--- src/rtl/instr_decode_queue.sv ---
// Decoupling instruction queue between IF and ID: pre-classifies fetched words and issues an
// in-order prefix obeying MIPS pairing/delay-slot rules. Optional IF->ID bypass: DECODE_QUEUE_BYPASS_EN.
module instr_decode_queue #(
  parameter int DEPTH     = 8,
  parameter int IN_WIDTH  = 2,
  parameter int OUT_WIDTH = 2
) (
  input  logic                           clk,
  input  logic                           rst,
  input  logic [$clog2(IN_WIDTH+1)-1:0]  IF_Num,
  input  logic [IN_WIDTH*32-1:0]         IF_Instr,
  input  logic [IN_WIDTH*32-1:0]         IF_PC,
  output logic                           IF_Ready,
  input  logic                           Flush,
  input  logic                           ID_Ready,
  output logic [OUT_WIDTH-1:0]           ID_Valid,
  output logic [OUT_WIDTH*32-1:0]        ID_Instr,
  output logic [OUT_WIDTH*32-1:0]        ID_PC,
  output logic [OUT_WIDTH*3-1:0]         ID_Class
);

  localparam int PW = $clog2(DEPTH);
  localparam int CW = $clog2(DEPTH+1);

  typedef enum logic [2:0] {
    CLS_ALU     = 3'd0,
    CLS_BRANCH  = 3'd1,
    CLS_JUMP    = 3'd2,
    CLS_LOAD    = 3'd3,
    CLS_STORE   = 3'd4,
    CLS_MULDIV  = 3'd5,
    CLS_PRIV    = 3'd6,
    CLS_INVALID = 3'd7
  } cls_e;

  function automatic cls_e classify(input logic [31:0] w);
    logic [5:0] op;
    logic [5:0] fn;
    op = w[31:26];
    fn = w[5:0];
    classify = CLS_INVALID;
    casez (op)
      6'b000000: begin
        casez (fn)
          6'b00100?:            classify = CLS_JUMP;
          6'b0100??, 6'b0110??: classify = CLS_MULDIV;
          6'b00110?:            classify = CLS_PRIV;
          default:              classify = CLS_ALU;
        endcase
      end
      6'b000001, 6'b0001??: classify = CLS_BRANCH;
      6'b00001?:            classify = CLS_JUMP;
      6'b001???:            classify = CLS_ALU;
      6'b010000:            classify = CLS_PRIV;
      6'b100???:            classify = CLS_LOAD;
      6'b101???:            classify = CLS_STORE;
      default:              classify = CLS_INVALID;
    endcase
  endfunction

  function automatic logic is_bj(input cls_e c);
    return (c == CLS_BRANCH) || (c == CLS_JUMP);
  endfunction

  function automatic logic is_pi(input cls_e c);
    return (c == CLS_PRIV) || (c == CLS_INVALID);
  endfunction

  logic [31:0]    mem_instr [DEPTH];
  logic [31:0]    mem_pc    [DEPTH];
  cls_e           mem_cls   [DEPTH];
  logic [PW-1:0]  head;
  logic [PW-1:0]  tail;
  logic [CW-1:0]  count;

  cls_e           lane_cls [IN_WIDTH];
  logic [31:0]    c_instr  [OUT_WIDTH];
  logic [31:0]    c_pc     [OUT_WIDTH];
  cls_e           c_cls    [OUT_WIDTH];
  logic [OUT_WIDTH-1:0] valid;
  logic           bypass;
  int             if_num_i;
  int             cnt_i;
  int             deq_i;
  int             enq_i;
  int             skip_i;

  always_comb begin
    for (int i = 0; i < IN_WIDTH; i++) begin
      lane_cls[i] = classify(IF_Instr[32*i +: 32]);
    end
  end

  // IF side: a beat of IF_Num lanes is taken whenever IF_Ready=1 and Flush=0 (no back-pressure
  // per lane). ID side: all asserted ID_Valid slots retire together in a cycle with ID_Ready=1.
  assign IF_Ready = !rst && ((DEPTH - int'(count)) >= IN_WIDTH);

  always_comb begin
    if_num_i = (int'(IF_Num) > IN_WIDTH) ? IN_WIDTH : int'(IF_Num);
    cnt_i    = int'(count);
    bypass   = 1'b0;
    for (int k = 0; k < OUT_WIDTH; k++) begin
      c_instr[k] = mem_instr[head + PW'(k)];
      c_pc[k]    = mem_pc[head + PW'(k)];
      c_cls[k]   = mem_cls[head + PW'(k)];
    end
`ifdef DECODE_QUEUE_BYPASS_EN
    if (count == '0 && !Flush && if_num_i > 0) begin
      bypass = 1'b1;
      cnt_i  = if_num_i;
      for (int k = 0; k < OUT_WIDTH && k < IN_WIDTH; k++) begin
        c_instr[k] = IF_Instr[32*k +: 32];
        c_pc[k]    = IF_PC[32*k +: 32];
        c_cls[k]   = lane_cls[k];
      end
    end
`endif
    valid    = '0;
    // A branch/jump waits at slot 0 until its delay slot can issue alongside it.
    valid[0] = (cnt_i >= 1) && !(is_bj(c_cls[0]) && OUT_WIDTH >= 2 && cnt_i < 2);
    for (int k = 1; k < OUT_WIDTH; k++) begin
      if (k == 1) begin
        valid[k] = valid[k-1] && (cnt_i >= 2) &&
                   (is_bj(c_cls[0]) || (!is_pi(c_cls[0]) && !is_bj(c_cls[k]) && !is_pi(c_cls[k])));
      end else begin
        valid[k] = valid[k-1] && (cnt_i > k) && !is_bj(c_cls[0]) && !is_pi(c_cls[0]) &&
                   !is_pi(c_cls[k-1]) && !is_bj(c_cls[k]) && !is_pi(c_cls[k]);
      end
    end
    if (rst || Flush) valid = '0;
    deq_i = 0;
    if (ID_Ready) begin
      for (int k = 0; k < OUT_WIDTH; k++) deq_i += int'(valid[k]);
    end
    enq_i  = (IF_Ready && !Flush) ? if_num_i : 0;
    // Bypassed lanes consumed by ID are skipped; the rest land at tail as usual.
    skip_i = bypass ? deq_i : 0;
  end

  always_comb begin
    ID_Valid = valid;
    for (int k = 0; k < OUT_WIDTH; k++) begin
      ID_Instr[32*k +: 32] = c_instr[k];
      ID_PC[32*k +: 32]    = c_pc[k];
      ID_Class[3*k +: 3]   = c_cls[k];
    end
  end

  always_ff @(posedge clk) begin
    if (rst) begin
      head  <= '0;
      tail  <= '0;
      count <= '0;
    end else if (Flush) begin
      head  <= tail;
      count <= '0;
    end else begin
      head  <= head + PW'(deq_i);
      tail  <= tail + PW'(enq_i);
      count <= CW'(int'(count) + enq_i - deq_i);
    end
  end

  always_ff @(posedge clk) begin
    for (int i = 0; i < IN_WIDTH; i++) begin
      if (i >= skip_i && i < enq_i) begin
        mem_instr[tail + PW'(i)] <= IF_Instr[32*i +: 32];
        mem_pc[tail + PW'(i)]    <= IF_PC[32*i +: 32];
        mem_cls[tail + PW'(i)]   <= lane_cls[i];
      end
    end
  end

endmodule
--- config.mk ---
export PLATFORM = sky130hd
export DESIGN_NAME = instr_decode_queue
export DESIGN_NICKNAME = d
export VERILOG_FILES = /design/src/rtl/instr_decode_queue.sv
export SDC_FILE = /design/constraint.sdc
export NUM_CORES = 1
export LEC_CHECK = 0
export ABC_CLOCK_PERIOD_IN_PS = 20200
export BUFFER_PORTS_ARGS = -buffer_cell sky130_fd_sc_hd__clkbuf_2
export CAP_MARGIN = 30
export CORE_ASPECT_RATIO = 1.75
export CORE_MARGIN = 1.5
export CORE_UTILIZATION = 40
export CTS_CLUSTER_DIAMETER = 30
export DETAILED_ROUTE_END_ITERATION = 10
export PLACE_DENSITY = 0.63
export SLEW_MARGIN = 30
export SYNTH_ARGS = -nofsm -noshare
export SYNTH_HDL_FRONTEND = slang
export SYNTH_SLANG_ARGS = --single-unit
export TNS_END_PERCENT = 10
--- constraint.sdc ---
create_clock -name clk -period 20.2 [get_ports clk]
set_input_delay 1.01 -clock clk [delete_from_list [all_inputs] [get_ports clk]]
set_output_delay 1.01 -clock clk [all_outputs]
set_load 0.02 [all_outputs]
==> results.yml <==
cells_and_area:
  final_cell_mix: "mux2_2, edfxtp_1, clkbuf_2"
  utilization: 0.478
  final_cell_count_no_fill: 3191
  layout-drive-gt1-share: 0.648
  area_delta_synth_final_pct: 18.4
  final_nets: 2225
  num-fill-cells: 6714
  final_common_cell: "mux2_2"
power_and_ir_drop:
  p_int_mw: 2.52
  seqPwrFrac: 0.386
  p_leak_nw: 12.3
  netSwitchingFraction: 0.249
  clkPwrFrac: 0.498
  irDropWorstVdd_v: 0.0000606
  power_density_nw_per_um2: 89.7
  p_sw_mw: 0.836
  power_frac_comb: 0.115
timing:
  setup_viol: 0
  skew_ns: 0.0281
  clock.fmax_mhz: 174
  slew_headroom: 0.329
  tightest_slew_ns: 1.01
  fin_crit_ns: 5.75
  slew_viol_final: 0
  finalCritPeriodShare: 0.285
  rsz0062_at_grt: "false"
  hold_viol: 0
  finalSetupTns_ns: 0
min_path:
  holdPathEnd: "head[2]"
  holdCritStartpoint: "tail[2]"
  hp-class: "reg2reg"
  whs_path_depth: 2
clock_tree:
  ctsLongestPathBuffers: 3
  post_cts_buffers: 0
  cts_root_buffer: "clkbuf_16"
  cts_buffers: 98
  cts_sinks: 546
  cts_resized: 0
  cts_tree: "done"
  ctsHtreeMaxLevel: 3
  clk_pin_slew_ns: 0.05
  ctsHoldBuffers: 0
  clk_latency_ns: 0.67
placed_design:
  dp_hpwl_um: 56600
  gp_congestion: 0.830
  io_buffers: 270
  dp.cells: 3005
synth:
  syn_nets: 1966
  synth.distinct_cells: 53
  seq_area_frac_synth: 0.515
  syn-cell-area_sq_um: 31700
  avgSynthCellArea_sq_um: 17.5
  synthCells: 1812
  ys_ff_latch: 546
  ys_warn_count: 0
worst_setup_path:
  worst_path_largest_cell_delay_ns: 0.79
  crit_path_start_kind: "flip-flop"
  worstSetupPathDepth: 9
  r2r-end: "count[2]"
  r2r_setup_slack_ns: 14.61
  worstReg2RegStart: "head[1]"
  cp_max_fo: 34
  ff2ff_path_depth: 17
  cp_top_family: "buffers and inverters"
  crit_path_top_delay_cell: "dfxtp_4"
  critPathRequiredTime_ns: 19.19
  arrival_ns: 4.74
  worstSetupEndpointType: "primary output"
  crit_chain: "buf_4, buf_4, mux4_2, mux2_2, xnor2_1, a21boi_0, o21ai_0, a21oi_1, clkbuf_2"
  crit_buf_inv: 3
  critical_path_class: "reg2out"
  crit_top_cell: "buf_4"
run:
  cap_violations: 0
floorplanning:
  start_util: 0.404
  dieArea_sq_um: 80900
  die_h_um: 375
  die_x_um: 216
  core_area_sq_um: 78400
  placementRows: 136
  pin_count: 271
detailed_routing:
  drtIter0Drc: 1195
  drc_errors: 0
  wirelength_um: 95700
  first_pass_iters: 4
  vias_per_cell: 5.96
  final_antenna_net_count: 0
  via_count: 19022
  wl_per_cell_um: 30.0
global_route:
  grt-ovfl-total: 0
  antenna_found_initial: 13
  grt_start_max_net_pins: 67
  grt_pass1_wl_um: 140000
  grt.total_usage: 0.237
  grt_pass1_vias: 21003
status:
  outcome: "finished, final reports clean"
==> worst reg2reg max path: cells and delay by family, from the launching register on <==
family	cells	cell delay, ns
buffers and inverters	4	1.55
adder cells (fa/ha/maj)	4	1.12
multiplexers	2	0.92
flip-flops	1	0.79
AO/OA/AOI/OAI	3	0.51
XOR/XNOR	2	0.31
AND/OR/NAND/NOR	2	0.30
==> power groups by stage <==
stage | combinational, mW | sequential (mW) | clock (mW)
floorplan | 0.252 | 1.32 | 0
global placement | 0.380 | 1.32 | 0
detailed placement | 0.388 | 1.32 | 0
CTS | 0.390 | 1.30 | 1.70
global route | 0.413 | 1.30 | 1.74
finish | 0.387 | 1.30 | 1.67
==> state kept, by name, summed over array words and instances (netlist names) <==
signal     flops
mem_pc       256
count          4
mem_cls       24
tail           3
mem_instr    256
head           3
==> per-stage QoR <==
step | hold slack, ns | area, sq um | power (mW) | worst slack (ns)
final | 0.619 | 37500 | 3.36 | 14.45
after global placement | 0.607 | 34000 | 1.70 | 14.39
after CTS | 0.617 | 37400 | 3.39 | 14.09
after floorplan | 0.560 | 31700 | 1.57 | 12.63
after global routing | 0.641 | 37500 | 3.46 | 14.01
after detailed placement | 0.608 | 34100 | 1.71 | 14.29
==> Yosys cell counts, drive strengths merged <==
cell type  count  area share
inv           21      0.0025
nor3b          1     0.00024
dfxtp         10      0.0063
mux2i         16      0.0051
a21boi         1     0.00024
nand3b         4     0.00095
mux2         642        0.23
nand3          5      0.0011
xor2           3     0.00083
or3            3     0.00059
o21a           1     0.00024
o31ai          3     0.00071
nor4b          1     0.00028
or3b           1     0.00028
or2            1     0.00020
a311oi         1     0.00028
nor4           2     0.00087
edfxtp       536        0.51
nor2b          3     0.00059
xnor2          6      0.0017
o211ai         1     0.00024
and3           1     0.00020
nand2         29      0.0035
o21bai         3     0.00071
o21ai         25      0.0040
a21o           3     0.00071
a31oi          1     0.00020
mux4         266        0.19
and2           3     0.00059
and3b          2     0.00055
nor2          14      0.0017
o22ai          1     0.00020
a211oi         3     0.00071
clkbuf        56      0.0067
a2111oi        1     0.00087
nand2b         7      0.0014
buf           95       0.017
nor3           6     0.00095
nor4bb         1     0.00032
fa             4      0.0025
and4b          1     0.00032
a21oi         12      0.0019
ha            16      0.0063
==> cell type report <==
class | count | area [sq um] | share of cell area
clock buffers | 106 | 2500 | 0.0668
well taps | 1035 | 1290 | 0.0346
diodes | 6 | 15.0 | 0.000401
flip-flops and latches | 546 | 16300 | 0.435
multi-input cells | 1094 | 14700 | 0.392
clock inverters | 73 | 856 | 0.0228
inverters | 21 | 78.8 | 0.00210
repair buffers | 310 | 1720 | 0.0458
==> cell families after synthesis <==
logic type | count (synthesis) | share of synthesized area
AO/OA/AOI/OAI | 56 | 0.0109
XOR/XNOR | 9 | 0.00249
adder cells (fa/ha/maj) | 20 | 0.00885
buffers and inverters | 172 | 0.0260
flip-flops | 546 | 0.515
multiplexers | 924 | 0.423
AND/OR/NAND/NOR | 85 | 0.0147
==> layer usage <==
layer / vias to the layer above / GRT usage / routed length (um)
li1: 8060 / - / -
met1: 10174 / 0.268 / 36300
met2: 604 / 0.430 / 50900
met3: 170 / 0.0470 / 5210
met4: 14 / 0.107 / 3280
met5: - / 0 / 93
==> worst max-delay path by stage <==
| stage | startpoint | end |
|---|---|---|
| global route | head[1] | ID_Valid[1] |
| detailed placement | head[0] | count[2] |
| floorplan | rst | mem_cls[0][0] |
| finish | head[1] | ID_Valid[1] |
| CTS | head[0] | ID_Valid[1] |
| global placement | head[0] | count[2] |
Power figures use the tool's default switching activity.
